<file path="src/rtl/mod5_step_ctrl.sv">
// Push-button front end for the mod-5 counter: sync, debounce, press edge, hold/lockout FSM.
// Define MOD5_STEP_AUTOREPEAT_EN to enable auto-repeat steps while a button is held.
module mod5_step_ctrl #(
  parameter int DB_CYCLES     = 4,
  parameter int DB_W          = 3,
  parameter int REPEAT_CYCLES = 8,
  parameter int RP_W          = 4
) (
  input  logic clk,
  input  logic clr,
  input  logic btn_up,
  input  logic btn_dn,
  output logic en,
  output logic up,
  output logic busy
);

  localparam logic [1:0] IDLE    = 2'd0;
  localparam logic [1:0] UP_HELD = 2'd1;
  localparam logic [1:0] DN_HELD = 2'd2;
  localparam logic [1:0] LOCK    = 2'd3;

  localparam logic [DB_W-1:0] DB_LAST = DB_W'(DB_CYCLES - 1);

  if (DB_CYCLES < 1 || (DB_CYCLES - 1) >= (1 << DB_W)) begin : g_bad_db
    $error("DB_W cannot hold DB_CYCLES-1");
  end
  if (REPEAT_CYCLES < 2 || (REPEAT_CYCLES - 1) >= (1 << RP_W)) begin : g_bad_rp
    $error("RP_W cannot hold REPEAT_CYCLES-1");
  end

  // bit 0 = up button, bit 1 = down button
  logic [1:0] s1;
  logic [1:0] s2;
  logic [1:0] db;
  logic [1:0] db_q;
  logic [1:0] press;
  logic [1:0] state;

  always_ff @(posedge clk or posedge clr) begin
    if (clr) begin
      s1   <= '0;
      s2   <= '0;
      db_q <= '0;
    end else begin
      s1   <= {btn_dn, btn_up};
      s2   <= s1;
      db_q <= db;
    end
  end

  for (genvar i = 0; i < 2; i++) begin : g_db
    logic [DB_W-1:0] cnt;

    always_ff @(posedge clk or posedge clr) begin
      if (clr) begin
        cnt   <= '0;
        db[i] <= 1'b0;
      end else if (s2[i] != db[i]) begin
        if (cnt == DB_LAST) begin
          db[i] <= ~db[i];
          cnt   <= '0;
        end else begin
          cnt <= cnt + 1'b1;
        end
      end else begin
        cnt <= '0;
      end
    end
  end

  assign press = db & ~db_q;
  assign busy  = (state != IDLE);

`ifdef MOD5_STEP_AUTOREPEAT_EN
  localparam logic [RP_W-1:0] RP_LAST = RP_W'(REPEAT_CYCLES - 1);

  logic [RP_W-1:0] rp;
  logic            held;
  logic            rp_hit;

  assign held   = (state == UP_HELD || state == DN_HELD) && (db != 2'b00);
  assign rp_hit = held && (rp == RP_LAST);

  always_ff @(posedge clk or posedge clr) begin
    if (clr) begin
      rp <= '0;
    end else if (!held || rp_hit) begin
      rp <= '0;
    end else begin
      rp <= rp + 1'b1;
    end
  end
`else
  logic rp_hit;
  assign rp_hit = 1'b0;
`endif

  always_ff @(posedge clk or posedge clr) begin
    if (clr) begin
      state <= IDLE;
      en    <= 1'b0;
      up    <= 1'b1;
    end else begin
      en <= 1'b0;
      unique case (state)
        IDLE: begin
          if (press == 2'b11) begin
            state <= LOCK;
          end else if (press[0]) begin
            en    <= 1'b1;
            up    <= 1'b1;
            state <= UP_HELD;
          end else if (press[1]) begin
            en    <= 1'b1;
            up    <= 1'b0;
            state <= DN_HELD;
          end
        end
        UP_HELD, DN_HELD: begin
          if (db == 2'b00) begin
            state <= IDLE;
          end else if (rp_hit) begin
            en <= 1'b1;
          end
        end
        LOCK: begin
          if (db == 2'b00) state <= IDLE;
        end
        default: state <= IDLE;
      endcase
    end
  end

endmodule

</file>
<file path="config.mk">
export PLATFORM = sky130hd
export DESIGN_NAME = mod5_step_ctrl
export DESIGN_NICKNAME = d
export VERILOG_FILES = /design/src/rtl/mod5_step_ctrl.sv
export SDC_FILE = /design/constraint.sdc
export NUM_CORES = 1
export LEC_CHECK = 0
export ABC_AREA = 1
export ABC_CLOCK_PERIOD_IN_PS = 3200
export CAP_MARGIN = 20
export CORE_MARGIN = 2
export CORE_UTILIZATION = 57
export CTS_CLUSTER_SIZE = 30
export DETAILED_ROUTE_END_ITERATION = 8
export GPL_ROUTABILITY_DRIVEN = 1
export PLACE_DENSITY_LB_ADDON = 0.08
export SETUP_SLACK_MARGIN = 0.3
export SLEW_MARGIN = 20
export SYNTH_ARGS = -nofsm -noshare
export SYNTH_HDL_FRONTEND = slang
export SYNTH_SLANG_ARGS = --single-unit
</file>
<file path="constraint.sdc">
create_clock -name clk -period 3.2 [get_ports clk]
set_clock_uncertainty 0.1 [all_clocks]
set_input_delay 0.64 -clock clk [delete_from_list [all_inputs] [get_ports clk]]
set_output_delay 0.64 -clock clk [all_outputs]
set_load 0.02 [all_outputs]
</file>
-- Yosys cells after proc, flatten, opt, wreduce, memory -nomap -nowiden
Index checks and enable logic that the tools add are counted.
- add/subtract/negate cells: 2
- equal/unequal tests: 10
- muxes and demuxes: 15
- bitwise logic cells: 5
- reduce and logical (&&, ||, !) cells: 9
- operators by type and width (kind ; number):
    3-bit two-way mux ; 4
    2-bit two-way mux ; 4
    3-bit by 1-bit adder with 3-bit output, second input constant ; 2
    2-bit == test, second input constant ; 3
    3-bit by 2-bit == test with 1-bit output, second input constant ; 2
    1-bit two-way mux ; 6
    2-bit AND reduction ; 3
    2-bit zero test ; 2
    4-bit inequality test, second input constant ; 1
    2-bit one-hot mux with 2 select lines ; 1
    2-bit nonzero test ; 2
    1-bit inverter ; 3
    3-bit AND reduction ; 1
    3-bit OR reduction ; 1
    2-bit AND ; 1
    2-bit by 1-bit == test with 1-bit output, second input constant ; 1
    1-bit inequality test ; 2
    2-bit by 1-bit inequality test with 1-bit output, second input constant ; 1
    2-bit inverter ; 1
- register bits after elaboration: 18
- input port bits: 4
- output and inout bits: 3
- logic and storage cells: 51

-- Depth between registers and ports, before layout
Gate-level depths: netlist of run 1.
- word-level depth: 6
- depth in mapped cells: 7
- gate-level depth less buffers: 7

-- Least setup slack after synthesis of run 1
OpenSTA, ideal clock, no wires.
- path kind: flip-flop to output port
- start: register state[1]
- end: output busy
- arrival time: 0.630 ns
- path slack: 1.830 ns
- stages on the path, launching flop included: 3
- cell sequence: dfrtp_1 > nor2_4 > inv_1
- word-level cells in the longest chain between the ends: 1
- ends and longest elaborated chain (element ; line ; text):
    from (decl) ; 38 ; logic [1:0] state;
    from (signal assigned) ; 101 ; state <= IDLE;
    from (signal assigned) ; 109 ; state <= LOCK;
    from (signal assigned) ; 113 ; state <= UP_HELD;
    2-bit nonzero test ; 73 ; assign busy = (state != IDLE);
    to (decl) ; 15 ; output logic busy
No other way between the ends.

-- Final worst setup path of run 1
Ends and elaborated chain as after synthesis.

==> summary.md, run 1 <==
| Metric | Value |
|---|---|
| CP endpoint kind | output pin |
| Initial Utilization | 0.5954 |
| Post-Synthesis Cells | 75 |
| Synth Warn # | 0 |
| CTS Buf Count | 3 |
| Congestion Overflow GR | 0 |
| GRT Util Overall | 0.1440 |
| Syn Std Cell Area | 745.7 sq um |
| Distinct cells, synth | 15 |
| Crit path cell chain | nor2_4, inv_1, clkdlybuf4s50_1 |
| # clock sinks | 18 |
| CP Capture Point | busy |
| Vias in the first global route | 355 |
| Gpl congestion | 0.6786 |
| First-pass GRT wire length | 1428 microns |
| Final Critical Period | 2.152 ns |
| Average wire per standard cell | 9.730 microns |
| Die W | 40.17 microns |
| Worst min-delay path class | flip-flop to flip-flop |
| Die area | 1614 sq um |
| Gr busiest metal | met2 |
| Final HPWL from detailed placement | 736.9 microns |
| CP peak stage delay | 0.52 ns |
| Status | completed |
| Mean Syn Cell Area | 9.943 sq um |
| Layout Nets | 95 |
| Slew Limit Fails | 0 |
| Setup TNS Final | 0 ns |
| Met3 GRT Util | 0.03333 |
| Final Hold Fails | 0 |
| RSZ-0062 raised after global routing | false |
| # IOs | 7 |
| Worst setup path start | state[1]$_DFFE_PP0P_ |
| Pre-antenna DRT Iters | 4 |
| H-Tree Depth | 1 |
| Worst min-delay path startpoint | s1[0]$_DFF_PP0_ |
| Pwr/cell area | 841.8 nW/um^2 |
| Top delay family on crit path | buffers and inverters |
| R2R Setup Slk | 1.81 ns |
| Core Area | 1252 sq um |
| Comb power frac | 0.365 |
| Initial drt markers | 12 |
| Switch Pwr | 261.3 uW |
| # diodes | 0 |
| Total setup buffers inserted after CTS | 0 |
| Internal power | 454.9 uW |
| Max Cap Violations | 0 |
| RR Endpoint | up$_DFFE_PP1P_ |
| CP arrival | 1.41 ns |
| Worst Setup Path Type | flip-flop to output pin |
| Drt via density | 4.690 |
| DRT Wirelength | 973 microns |
| CTS tree | yes |
| Peak supply drop | 0.0004422 V |
| Worst Reg-to-Reg Cells | 7 |
| Port Buffer Count | 6 |
| Critical path buffers and inverters | 2 |
| Initial antenna violation count | 0 |
| # rows | 13 |
| Levels on crit path | 3 |
| Least-Margin Pin Slew | 0.6321 ns |
| Post-placement setup slack | 1.357 ns |
| Leak | 0.4530 nW |
| Final period util | 0.6725 |
| Achievable Freq | 464.7 MHz |
| CP Launch Type | flip-flop |
| Final WS setup | 1.048 ns |
| CTS root buf | clkbuf_4 |
| Via count | 469 |
| Clk slew on worst S/H paths | 0.10 ns |
| Seq/Total Area, Yosys | 0.6057 |
| Drc violations | 0 |
| Hold-fix buffers, CTS | 0 |
| Die Height | 40.17 microns |
| Share of cells above drive strength 1 | 0.1176 |
| FF+latch count, synth | 18 |
| Final Util | 0.6793 |
| Met2 GRT Util | 0.2137 |
| Worst EP required | 2.46 ns |
| Largest net degree at the start of global routing | 19 |
| CP max-delay cell | clkdlybuf4s50_1 |
| Post-CTS sizing | 0 |
| Max_slew headroom | 0.5781 |
| R2R Path Start | db[1]$_DFFE_PP0P_ |
| Latest clock arrival within the worst-skew pair | 0.29 ns |
| GRT met1 Usage | 0.1866 |
| Syn_nets | 84 |
| Synth-to-Final Area Change | 14.09% |
| Worst-path fanout max | 5 |
| Max Root-Sink Buffers | 2 |
| Sequential share of power | 0.478 |
| # setup viols final | 0 |
| Sw Ratio | 0.3648 |
| Post-route ant nets | 0 |
| Clock power share | 0.157 |
stage by stage:
stage | std cells | area, sq um | power (mW) | hold WS [ns]
4_1_cts | 100 | 850.8 | 0.7231 | 0.2583
3_5_place_dp | 96 | 824.5 | 0.6127 | 0.2355
6_report | 100 | 850.8 | 0.7162 | 0.2572
5_1_grt | 100 | 850.8 | 0.7799 | 0.2631
3_3_place_gp | 96 | 824.5 | 0.5990 | 0.2338
2_1_floorplan | 75 | 745.7 | 0.5310 | 0.2312
cell families after synthesis:
logic type	synth area share
AOI/OAI and AO/OA	0.02685
adders and majority gates	0.08389
and+or+nand+nor	0.2131
DFF	0.6057
buffers and inverters	0.07047
registers in the layout, indices dropped and copies added, names as in the netlist:
register and flops:
db 2, up 1, en 1, s2 2, s1 2, state 2, db_q 2, g_db.cnt 6
Yosys cell counts:
| library cell | instances | area, sq um |
|---|---|---|
| nand2_1 | 19 | 71.32 |
| dfrtp_1 | 17 | 425.4 |
| inv_1 | 13 | 48.80 |
| nor2_1 | 6 | 22.52 |
| ha_1 | 5 | 62.56 |
| o21ai_0 | 4 | 20.02 |
| nand3_1 | 2 | 10.01 |
| nor2_4 | 2 | 22.52 |
| dfstp_2 | 1 | 26.28 |
| inv_2 | 1 | 3.750 |
| nand2_2 | 1 | 6.260 |
| nand3b_1 | 1 | 7.510 |
| nor2_2 | 1 | 6.260 |
| or2_1 | 1 | 6.260 |
| or2_2 | 1 | 6.260 |
how the worst min path moves through the flow:
stage | end | slack (ns) | cells past startpoint
3_3_place_gp | s2[0]$_DFF_PP0_ | 0.23 | 0
4_1_cts | s2[0]$_DFF_PP0_ | 0.26 | 0
3_5_place_dp | s2[0]$_DFF_PP0_ | 0.24 | 0
6_report | s2[0]$_DFF_PP0_ | 0.26 | 0
2_1_floorplan | s2[0]$_DFF_PP0_ | 0.23 | 0
5_1_grt | s2[1]$_DFF_PP0_ | 0.26 | 0
power groups by stage:
stage | sequential [mW] | combinational, mW | clock (mW)
3_5_place_dp | 0.348 | 0.265 | 0
5_1_grt | 0.352 | 0.305 | 0.123
2_1_floorplan | 0.349 | 0.182 | 0
3_3_place_gp | 0.345 | 0.254 | 0
6_report | 0.343 | 0.261 | 0.112
4_1_cts | 0.343 | 0.267 | 0.113
area by class of cell:
type                       count  area [sq um]
multi-input combinational     43         241.5
sequential                    18         451.7
tap                           15         18.77
fill                         102         401.6
clock buffer                   4         26.28
inverter                      14         52.55
timing repair buffer           6         60.06
layer usage:
| metal | part of all wire | routed length [microns] |
|---|---|---|
| met5 | 0 | 0 |
| met2 | 0.48 | 464 |
| met1 | 0.48 | 471 |
| met3 | 0.032 | 31 |
| met4 | 0.0062 | 6 |
placed cells by master (no fill, tap or decap):
cell type and instances:
nand2_1 19, dfrtp_1 17, inv_1 13, nor2_1 6
clkdlybuf4s50_1 6, ha_1 5, o21ai_0 4, clkbuf_4 3
nor2_4 2, nand3_1 2, nand3b_1 1, inv_2 1
nand2_2 1, or2_1 1, or2_2 1, nor2_2 1
clkbuf_1 1, dfstp_2 1
No activity file was read; power rests on OpenSTA's default activity.
==> run 2, diff against run 1 <==
--- a/config.mk
+++ b/config.mk
@@ -6,10 +6,10 @@
 export NUM_CORES = 1
 export LEC_CHECK = 0
 export ABC_AREA = 1
-export ABC_CLOCK_PERIOD_IN_PS = 3200
+export ABC_CLOCK_PERIOD_IN_PS = 1750
 export CAP_MARGIN = 20
 export CORE_MARGIN = 2
-export CORE_UTILIZATION = 57
+export CORE_UTILIZATION = 47
 export CTS_CLUSTER_SIZE = 30
 export DETAILED_ROUTE_END_ITERATION = 8
 export GPL_ROUTABILITY_DRIVEN = 1
==> constraint.sdc (replaced) <==
create_clock -name clk -period 1.75 [get_ports clk]
set_clock_uncertainty 0.1 [all_clocks]
set_input_delay 0.35 -clock clk [delete_from_list [all_inputs] [get_ports clk]]
set_output_delay 0.35 -clock clk [all_outputs]
set_load 0.02 [all_outputs]
==> run 2 against run 1 <==
  * Cell area increased by 3.2%
  * Critical path type unchanged
  * Non-clock buffer count grew 4
  * Hold slack improved by 0.0016 ns
  * Register-to-register slack got worse by 1.4 ns
  * First-iteration DRC count decreased by 83%
  * Sequential cell count unchanged
  * Global-route usage is 1.7 points lower
  * Die area grew 19%
  * Clock power up 85%
  * Largest cell class unchanged
  * Via count up 1.7%
  * Critical path depth decreased by 2
==> summary.md, run 2 (synthesis results as in run 1) <==
| Metric | Value |
|---|---|
| Largest net degree at the start of global routing | 19 (unchanged) |
| DRT Wirelength | 1001 microns (+2.9%) |
| Total design power | 1.375 mW (+92%) |
| CP endpoint kind | output pin |
| Top delay family on crit path | flip-flops |
| RSZ-0062 raised after global routing | true |
| Final Hold Fails | 0 (unchanged) |
| Die area | 1921 sq um (+19%) |
| Commonest non-fill, non-tap cell in the layout | nand2_1 |
| Pwr/cell area | 1565 nW/um^2 (+86%) |
| Pre-antenna DRT Iters | 4 (unchanged) |
| CP arrival | 0.97 ns (-0.44 ns) |
| Worst-path fanout max | 2 (-3) |
| Peak supply drop | 0.0006433 V (+45%) |
| Share of cells above drive strength 1 | 0.2022 (+0.08460) |
| Post-placement setup slack | 0.1919 ns (-1.165 ns) |
| Hold-fix buffers, CTS | 0 (unchanged) |
| Slew Limit Fails | 0 (unchanged) |
| Initial drt markers | 2 (-10) |
| Crit path cell chain | clkbuf_2 |
| Drc violations | 0 (unchanged) |
| Core Area | 1489 sq um (+19%) |
| Final non-filler cell total | 105 (+5.0%) |
| Worst min-delay path class | input pin to async pin |
| Inst Count DP | 98 (+2.1%) |
| Initial Utilization | 0.5008 (-0.09456) |
| Average wire per standard cell | 9.533 microns (-2.0%) |
| GRT Util Overall | 0.1266 (-0.01741) |
| Final WS setup | 0.3253 ns (-0.7226 ns) |
| Critical path buffers and inverters | 1 (-1) |
| Post-route ant nets | 0 (unchanged) |
| Drt via density | 4.543 (-3.1%) |
| CP peak stage delay | 0.54 ns (+0.02 ns) |
| Final instance area | 878.3 sq um (+3.2%) |
| # rows | 14 (+1) |
| # IOs | 7 (unchanged) |
| Largest Register | g_db.cnt |
| Area of placed instances | 833.3 sq um (+1.1%) |
| Via count | 477 (+1.7%) |
| Least-Margin Pin Slew | 0.2235 ns (-0.4086 ns) |
| Worst EP required | 1.30 ns (-1.16 ns) |
| Worst hold slack | 0.2588 ns (+0.001599 ns) |
| Max Cap Violations | 0 (unchanged) |
| Congestion Overflow GR | 0 (unchanged) |
| First-pass GRT wire length | 1718 microns (+20%) |
| R2R Setup Slk | 0.41 ns (-1.40 ns) |
| Vias in the first global route | 413 (+16%) |
| CTS tree | yes |
| CTS root buf | clkbuf_4 |
| Final Util | 0.5899 (-0.08940) |
| Worst Setup Path Type | flip-flop to output pin |
| Leak | 0.4762 nW (+5.1%) |
| Max Root-Sink Buffers | 2 (unchanged) |
| Clk slew on worst S/H paths | 0.10 ns (about the same) |
| Max_slew headroom | 0.8510 (+0.2729) |
| H-Tree Depth | 1 (unchanged) |
| # setup viols final | 0 (unchanged) |
| Status | completed |
| Setup TNS Final | 0 ns (unchanged) |
| Most frequent cells in the layout | 19 x nand2_1, 16 x dfrtp_1, 12 x inv_1 |
| Die Height | 43.83 microns (+9.1%) |
| Final Critical Period | 1.425 ns |
| Final HPWL from detailed placement | 714.5 microns (-3.0%) |
| # diodes | 0 (unchanged) |
| Initial antenna violation count | 0 (unchanged) |
| CP Launch Type | flip-flop |
| CP max-delay cell | dfstp_2 |
| Synth-to-Final Area Change | 17.79% |
| Die W | 43.83 microns (+9.1%) |
| Final period util | 0.8141 |
| # clock sinks | 18 (unchanged) |
| Port Buffer Count | 6 (unchanged) |
| Achievable Freq | 701.9 MHz |
| Layout Nets | 99 (+4.2%) |
| Gpl congestion | 0.7203 (+6.1%) |
| Latest clock arrival within the worst-skew pair | 0.29 ns (about the same) |
| Max reg flops | 6 (unchanged) |
| CTS Buf Count | 3 (unchanged) |
## run 2: cell count changes in the layout (fill, tap and decap cells not counted), sizes merged
| cell | before | now |
|---|---|---|
| clkbuf | 4 | 5 |
| clkdlybuf4s50 | 6 | 3 |
| dlygate4sd2 | 0 | 1 |
| buf | 0 | 5 |
## run 2: what timing repair did
| action | CTS | global route |
|---|---|---|
| buffers inserted | 2 | 1 |
| setup endpoints to repair | 3 | 4 |
| gates resized for setup | 8 | 4 |
| pin swaps | 1 | 1 |
| gates cloned | 0 | 0 |
## run 2: final timing paths
| path | to | from | depth (start not counted) |
|---|---|---|---|
| worst max-delay path | up | up$_DFFE_PP1P_ | 1 |
| worst min-delay path | g_db[0].cnt[0]$_DFF_PP0_ | clr | 3 |
| worst max register to register | up$_DFFE_PP1P_ | db[0]$_DFFE_PP0P_ | 7 |
| worst min register to register | s2[1]$_DFF_PP0_ | s1[1]$_DFF_PP0_ | 0 |
| max in group asynchronous | up$_DFFE_PP1P_ | clr | 3 |
| min in group clk | s2[1]$_DFF_PP0_ | s1[1]$_DFF_PP0_ | 0 |
## run 2: final cells by class
class                   count  area, sq um
clock buffers               4        26.28
repair buffers             10        85.08
well taps                  16        20.02
flip-flops and latches     18        452.9
multi-input cells          43        241.5
fillers                   140        610.6
inverters                  14        52.55
## run 2: where the power goes
part	internal (mW)	switching (mW)	total, mW
registers	0.544	0.0756	0.620
logic	0.246	0.301	0.547
clock network	0.0885	0.119	0.207
## run 2: per-layer routing
metal	routed length, microns	share of wire	track usage
met1	497	0.50	0.1589
met2	470	0.47	0.1941
met3	33	0.033	0.03750
met4	0	0	0.07273
met5	0	0	0
